--- src/rtl/mem_burst_seq.sv ---
// mem_burst_seq: burst load/store sequencer in front of a 32x8 register memory.
// Reads go through a two-edge memory pipeline and return via a small FIFO.
module mem_burst_seq #(
    parameter int DATA_WIDTH = 8,
    parameter int ADDR_BITS  = 5,
    parameter int RD_DEPTH   = 4
) (
    input  logic                  clk,
    input  logic                  rst_n,
    input  logic                  cmd_valid,
    output logic                  cmd_ready,
    input  logic                  cmd_write,
    input  logic [ADDR_BITS-1:0]  cmd_addr,
    input  logic [ADDR_BITS-1:0]  cmd_len,
    input  logic                  wr_valid,
    output logic                  wr_ready,
    input  logic [DATA_WIDTH-1:0] wr_data,
    output logic                  rd_valid,
    input  logic                  rd_ready,
    output logic [DATA_WIDTH-1:0] rd_data,
    output logic                  done,
    output logic [ADDR_BITS-1:0]  mem_addr,
    output logic [DATA_WIDTH-1:0] mem_data_in,
    output logic                  mem_wen,
    input  logic [DATA_WIDTH-1:0] mem_data_out
);

    localparam int PW = $clog2(RD_DEPTH);
    localparam int CW = PW + 2;

    localparam logic [1:0] S_IDLE  = 2'd0;
    localparam logic [1:0] S_WRITE = 2'd1;
    localparam logic [1:0] S_READ  = 2'd2;

    logic [1:0]            state;
    logic [ADDR_BITS-1:0]  cur_addr;
    logic [ADDR_BITS-1:0]  beats;
    logic                  issue_done;
    logic                  v1;
    logic                  v2;
    logic                  done_q;

    logic [DATA_WIDTH-1:0] fifo_q [RD_DEPTH];
    logic [PW-1:0]         wr_ptr;
    logic [PW-1:0]         rd_ptr;
    logic [CW-1:0]         count;

    logic                  wr_fire;
    logic                  pop;
    logic                  push;
    logic                  last_beat;
    logic                  can_issue;
    logic                  rd_last;
    logic [CW-1:0]         occ;

    assign cmd_ready = (state == S_IDLE);
    assign wr_ready  = (state == S_WRITE);
    assign rd_valid  = (count != '0);
    assign rd_data   = fifo_q[rd_ptr];
    assign done      = done_q;

    assign wr_fire   = wr_valid && wr_ready;
    assign pop       = rd_valid && rd_ready;
    assign push      = v2;
    assign last_beat = (beats == '0);

    // Occupancy counts reads still in the memory pipeline so the FIFO can't overflow.
    assign occ = count + CW'(v1) + CW'(v2) - CW'(pop);

    assign can_issue = (state == S_READ) && !issue_done
                    && (occ < CW'(RD_DEPTH));

    assign rd_last = (state == S_READ) && issue_done && !v1 && !v2
                  && (count == CW'(1)) && pop;

    always_ff @(posedge clk or negedge rst_n) begin
        if (!rst_n) begin
            state      <= S_IDLE;
            cur_addr   <= '0;
            beats      <= '0;
            issue_done <= 1'b0;
        end else begin
            unique case (state)
                S_IDLE: begin
                    if (cmd_valid) begin
                        cur_addr   <= cmd_addr;
                        beats      <= cmd_len;
                        issue_done <= 1'b0;
                        state      <= cmd_write ? S_WRITE : S_READ;
                    end
                end
                S_WRITE: begin
                    if (wr_fire) begin
                        cur_addr <= cur_addr + ADDR_BITS'(1);
                        if (last_beat) begin
                            state <= S_IDLE;
                        end else begin
                            beats <= beats - ADDR_BITS'(1);
                        end
                    end
                end
                S_READ: begin
                    if (can_issue) begin
                        cur_addr <= cur_addr + ADDR_BITS'(1);
                        if (last_beat) begin
                            issue_done <= 1'b1;
                        end else begin
                            beats <= beats - ADDR_BITS'(1);
                        end
                    end
                    if (rd_last) begin
                        state <= S_IDLE;
                    end
                end
                default: state <= S_IDLE;
            endcase
        end
    end

    always_ff @(posedge clk or negedge rst_n) begin
        if (!rst_n) begin
            mem_wen     <= 1'b0;
            mem_addr    <= '0;
            mem_data_in <= '0;
            done_q      <= 1'b0;
            v1          <= 1'b0;
            v2          <= 1'b0;
        end else begin
            mem_wen <= wr_fire;
            if (wr_fire || can_issue) begin
                mem_addr <= cur_addr;
            end
            if (wr_fire) begin
                mem_data_in <= wr_data;
            end
            done_q <= (wr_fire && last_beat) || rd_last;
            // v1: address on the bus; v2: word valid on mem_data_out.
            v1 <= can_issue;
            v2 <= v1;
        end
    end

    always_ff @(posedge clk or negedge rst_n) begin
        if (!rst_n) begin
            for (int i = 0; i < RD_DEPTH; i++) begin
                fifo_q[i] <= '0;
            end
            wr_ptr <= '0;
            rd_ptr <= '0;
            count  <= '0;
        end else begin
            if (push) begin
                fifo_q[wr_ptr] <= mem_data_out;
                wr_ptr         <= wr_ptr + PW'(1);
            end
            if (pop) begin
                rd_ptr <= rd_ptr + PW'(1);
            end
            count <= count + CW'(push) - CW'(pop);
        end
    end

endmodule

--- config.mk ---
export PLATFORM = sky130hd
export DESIGN_NAME = mem_burst_seq
export DESIGN_NICKNAME = d
export VERILOG_FILES = /design/src/rtl/mem_burst_seq.sv
export SDC_FILE = /design/constraint.sdc
export NUM_CORES = 1
export LEC_CHECK = 0
export ABC_CLOCK_PERIOD_IN_PS = 7640
export CAP_MARGIN = 20
export CORE_MARGIN = 2
export CORE_UTILIZATION = 45
export CTS_CLUSTER_SIZE = 28
export DETAILED_ROUTE_END_ITERATION = 10
export GPL_TIMING_DRIVEN = 0
export PLACE_DENSITY = 0.69
export SLEW_MARGIN = 25
export SYNTH_ARGS = -nofsm -noshare
export SYNTH_HDL_FRONTEND = slang
export SYNTH_SLANG_ARGS = --single-unit
--- constraint.sdc ---
create_clock -name clk -period 7.64 [get_ports clk]
set_input_delay 2.292 -clock clk [delete_from_list [all_inputs] [get_ports clk]]
set_output_delay 2.292 -clock clk [all_outputs]
set_load 0.01 [all_outputs]
==> impl_metrics.tcl <==
set metrics [dict create \
    status "finished clean" \
    yosysMostFrequentCell "dfrtp_1" \
    grt_pass1_wl_um 11500 \
    rsz0062_at_grt "false" \
    fin_nets 405 \
    cts_sinks 70 \
    arrival_ps 4830 \
    synth-edff-count 0 \
    syn-cell-area_um2 3518 \
    critPathBufInv 2 \
    clock-root-buffer "clkbuf_8" \
    synthMuxAreaShare_pct 21.94 \
    power.internal_w 0.001263 \
    tightest_slew_ps 608.7 \
    synth.area.top_cells "dfrtp_1 (50%), mux2_2 (15%), ha_1 (6.8%)" \
    syn_inst 284 \
    syn_nets 336 \
    synth-main-ff-cell "dfrtp_1" \
    synth_commonest_cells "dfrtp_1 (70), mux2_2 (46), nand2_1 (27)" \
    critical_path_class "input pin to flip-flop" \
    cp-start-kind "input pin" \
    hold_violations 0 \
    slew_headroom_pct 59.42 \
    end_kind "flip-flop" \
    yosysSeqAreaShare_pct 49.79 \
    antenna_found_initial 0 \
    holdBufCountCts 0 \
    synthArstFlopShare_pct 100.0 \
    die-area_um2 8541 \
    wire_per_inst_um 14.45 \
    synth_simple_gate_area_share_pct 8.713 \
    pwr-share-seq_pct 33.7 \
    grt_use_total_pct 17.16 \
    tritoncts "done" \
    path_delay_family "multiplexers" \
    fin_crit_sh_pct 60.27 \
    clk_pin_slew_ps 70 \
    vdd_drop_max_mv 0.2248 \
    cp.required_ps 7860 \
    maxSlewViolCount 0 \
    viasPerCell 5.072 \
    yosysTopAreaCell "dfrtp_1" \
    post_cts_buffers 0 \
    p_clk_share_pct 15.1 \
    syn_to_final_growth_pct 26.17 \
    drtAntennaViolNets 0 \
    synth_adder_area_share_pct 7.326 \
    fmax_ghz 0.2172 \
    num_io_pins 58 \
    min_period_ps 4605 \
    skew_ps 9.087 \
    synth_xor_area_share_pct 1.494 \
    routed_wl_um 6645 \
    clk_latency_ps 340 \
    cpPeakStageDelay_ps 480 \
    cellLeakagePower_nw 1.918 \
    yosys_warnings 0 \
    drv_cap 0 \
    holdWs_ps 398.0 \
    drive_gt1_share_pct 22.63 \
    finalSetupTns_ps 0 \
    crit_path_max_fanout 6 \
    setup_viol 0 \
    cp_cell_sequence "clkdlybuf4s50_1, and2_1, ha_1, inv_1, ha_1, a21oi_1, nand2_1, mux2i_4, a21oi_2, mux2_2" \
    clock_path_buffers 2 \
    detail_route.iter0.violations 80 \
    cp_common_cell "ha_1" \
    postSynthAreaPerCell_um2 12.39 \
    pwr-share-comb_pct 51.3 \
    fp.dieW_um 92.42 \
    h-tree-depth 3 \
    synth_top_area_share_pct 49.79 \
    synth_compound_area_share_pct 7.077 \
    hold_path.class "flip-flop to flip-flop" \
    place_hpwl_um 4743 \
    cp_slowest_cell "clkdlybuf4s50_1" \
    power_density_nw_per_um2 444.0 \
    drtPass1Iterations 4 \
    grt-ovfl-total 0 \
    antennaDiodeCount 0 \
    rows 32 \
    gp_congestion 0.8240 \
    start_util_pct 46.01 \
    drcViolationCount 0 \
    synth_top_family_by_area "multiplexers" \
    grt_pass1_vias 2448 \
    swShare_pct 35.93 \
    synth_cell_types 48 \
    p_sw_w 0.0007083 \
    coreArea_um2 7647 \
    grt_max_degree 48 \
    postCtsResizedCells 0 \
    port_buffers 57 \
    r2r_slack_ps 4760 \
    die_y_um 92.42 \
    numCtsBuffers 9 \
    synth-seq-cells 70 \
    vias 2333 \
]
[cell families (layout without fill, tap and decap cells)]
| logic type | count (synthesis) | after routing |
|---|---|---|
| AOI/OAI and AO/OA | 34 | 34 |
| xor gates and xnor gates | 6 | 6 |
| adders and majority gates | 20 | 20 |
| buffers and inverters | 33 | 107 |
| DFF | 70 | 70 |
| muxes | 60 | 60 |
| and+or+nand+nor | 61 | 61 |
[worst register-to-register path, stage by stage (launching register included)]
cell and delay (ps):
dfrtp_1 360, inv_1 70, ha_1 180, nand3_1 110, and2_1 230, ha_1 190
inv_1 50, ha_1 230, a21oi_1 270, nand2_1 150, mux2i_4 240, a21oi_2 310
mux2_2 380
[layer usage]
metal | global-route usage [%] | part of all wire (%) | routed length (um)
met1 | 22.89 | 47 | 3127
met2 | 27.55 | 48 | 3169
met3 | 3.824 | 4.0 | 265
met4 | 6.343 | 1.2 | 82
met5 | 0 | 0 | 0
[layout make-up]
class / count / area, um2
fillers: 660 / 3208
plain buffers: 10 / 42.54
flip-flops and latches: 70 / 1752
well taps: 102 / 127.6
clock inverters: 6 / 70.07
clock buffers: 10 / 127.6
inverters: 23 / 86.33
repair buffers: 58 / 595.6
multi-input cells: 181 / 1638
[power groups by stage]
stage,registers (W),logic [W],clock network (W)
3_3_place_gp,0.000664,0.000999,0
6_report,0.000664,0.00101,0.000297
4_1_cts,0.000665,0.00103,0.000307
3_5_place_dp,0.000669,0.00102,0
5_1_grt,0.000690,0.00113,0.000321
2_1_floorplan,0.000660,0.000690,0
[worst paths after layout]
path,start,to,cells after the start
max in group asynchronous,rst_n,wr_ptr[0],2
hold reg to reg,v1,push,0
hold / removal,v1,push,0
setup reg to reg,count[2],mem_addr[0],12
setup / recovery,rd_ready,mem_addr[0],10
min in group asynchronous,rst_n,done,1
[cells in the final DEF, fill, tap and decap left out, drive strengths merged, types with 3 or more instances in the layout]
master and instances:
dfrtp 70, ha 19, a21oi 8, nor2 5
nand2 27, xor2 3, clkdlybuf4s50 56, xnor2 3
o21ai 6, a221o 3, or2 3, nand3 8
buf 7, mux2 47, mux4 8, mux2i 5
clkinvlp 3, clkbuf 15, and2 4, inv 24
[registers in the layout (all words and copies together), names as in the netlist]
| register | cells |
|---|---|
| beats | 5 |
| count | 4 |
| cur_addr | 5 |
| done | 1 |
| fifo_q | 32 |
| issue_done | 1 |
| mem_addr | 5 |
| mem_data_in | 8 |
| mem_wen | 1 |
| push | 1 |
| rd_ptr | 2 |
| state | 2 |
| v1 | 1 |
| wr_ptr | 2 |
[per-stage QoR]
stage | std cells | setup slack (ps) | instance area, um2 | power, W | util (%)
floorplan | 284 | 3435 | 3518 | 0.001350 | -
global route | 460 | 2842 | 4439 | 0.002138 | 58.05
CTS | 460 | 3027 | 4439 | 0.001997 | 58.05
finish | 460 | 3035 | 4439 | 0.001971 | 58.05
detailed placement | 444 | 2667 | 4242 | 0.001693 | 55.46
global placement | 443 | 1751 | 4217 | 0.001662 | 55.14
Power figures use the tool's default switching activity.
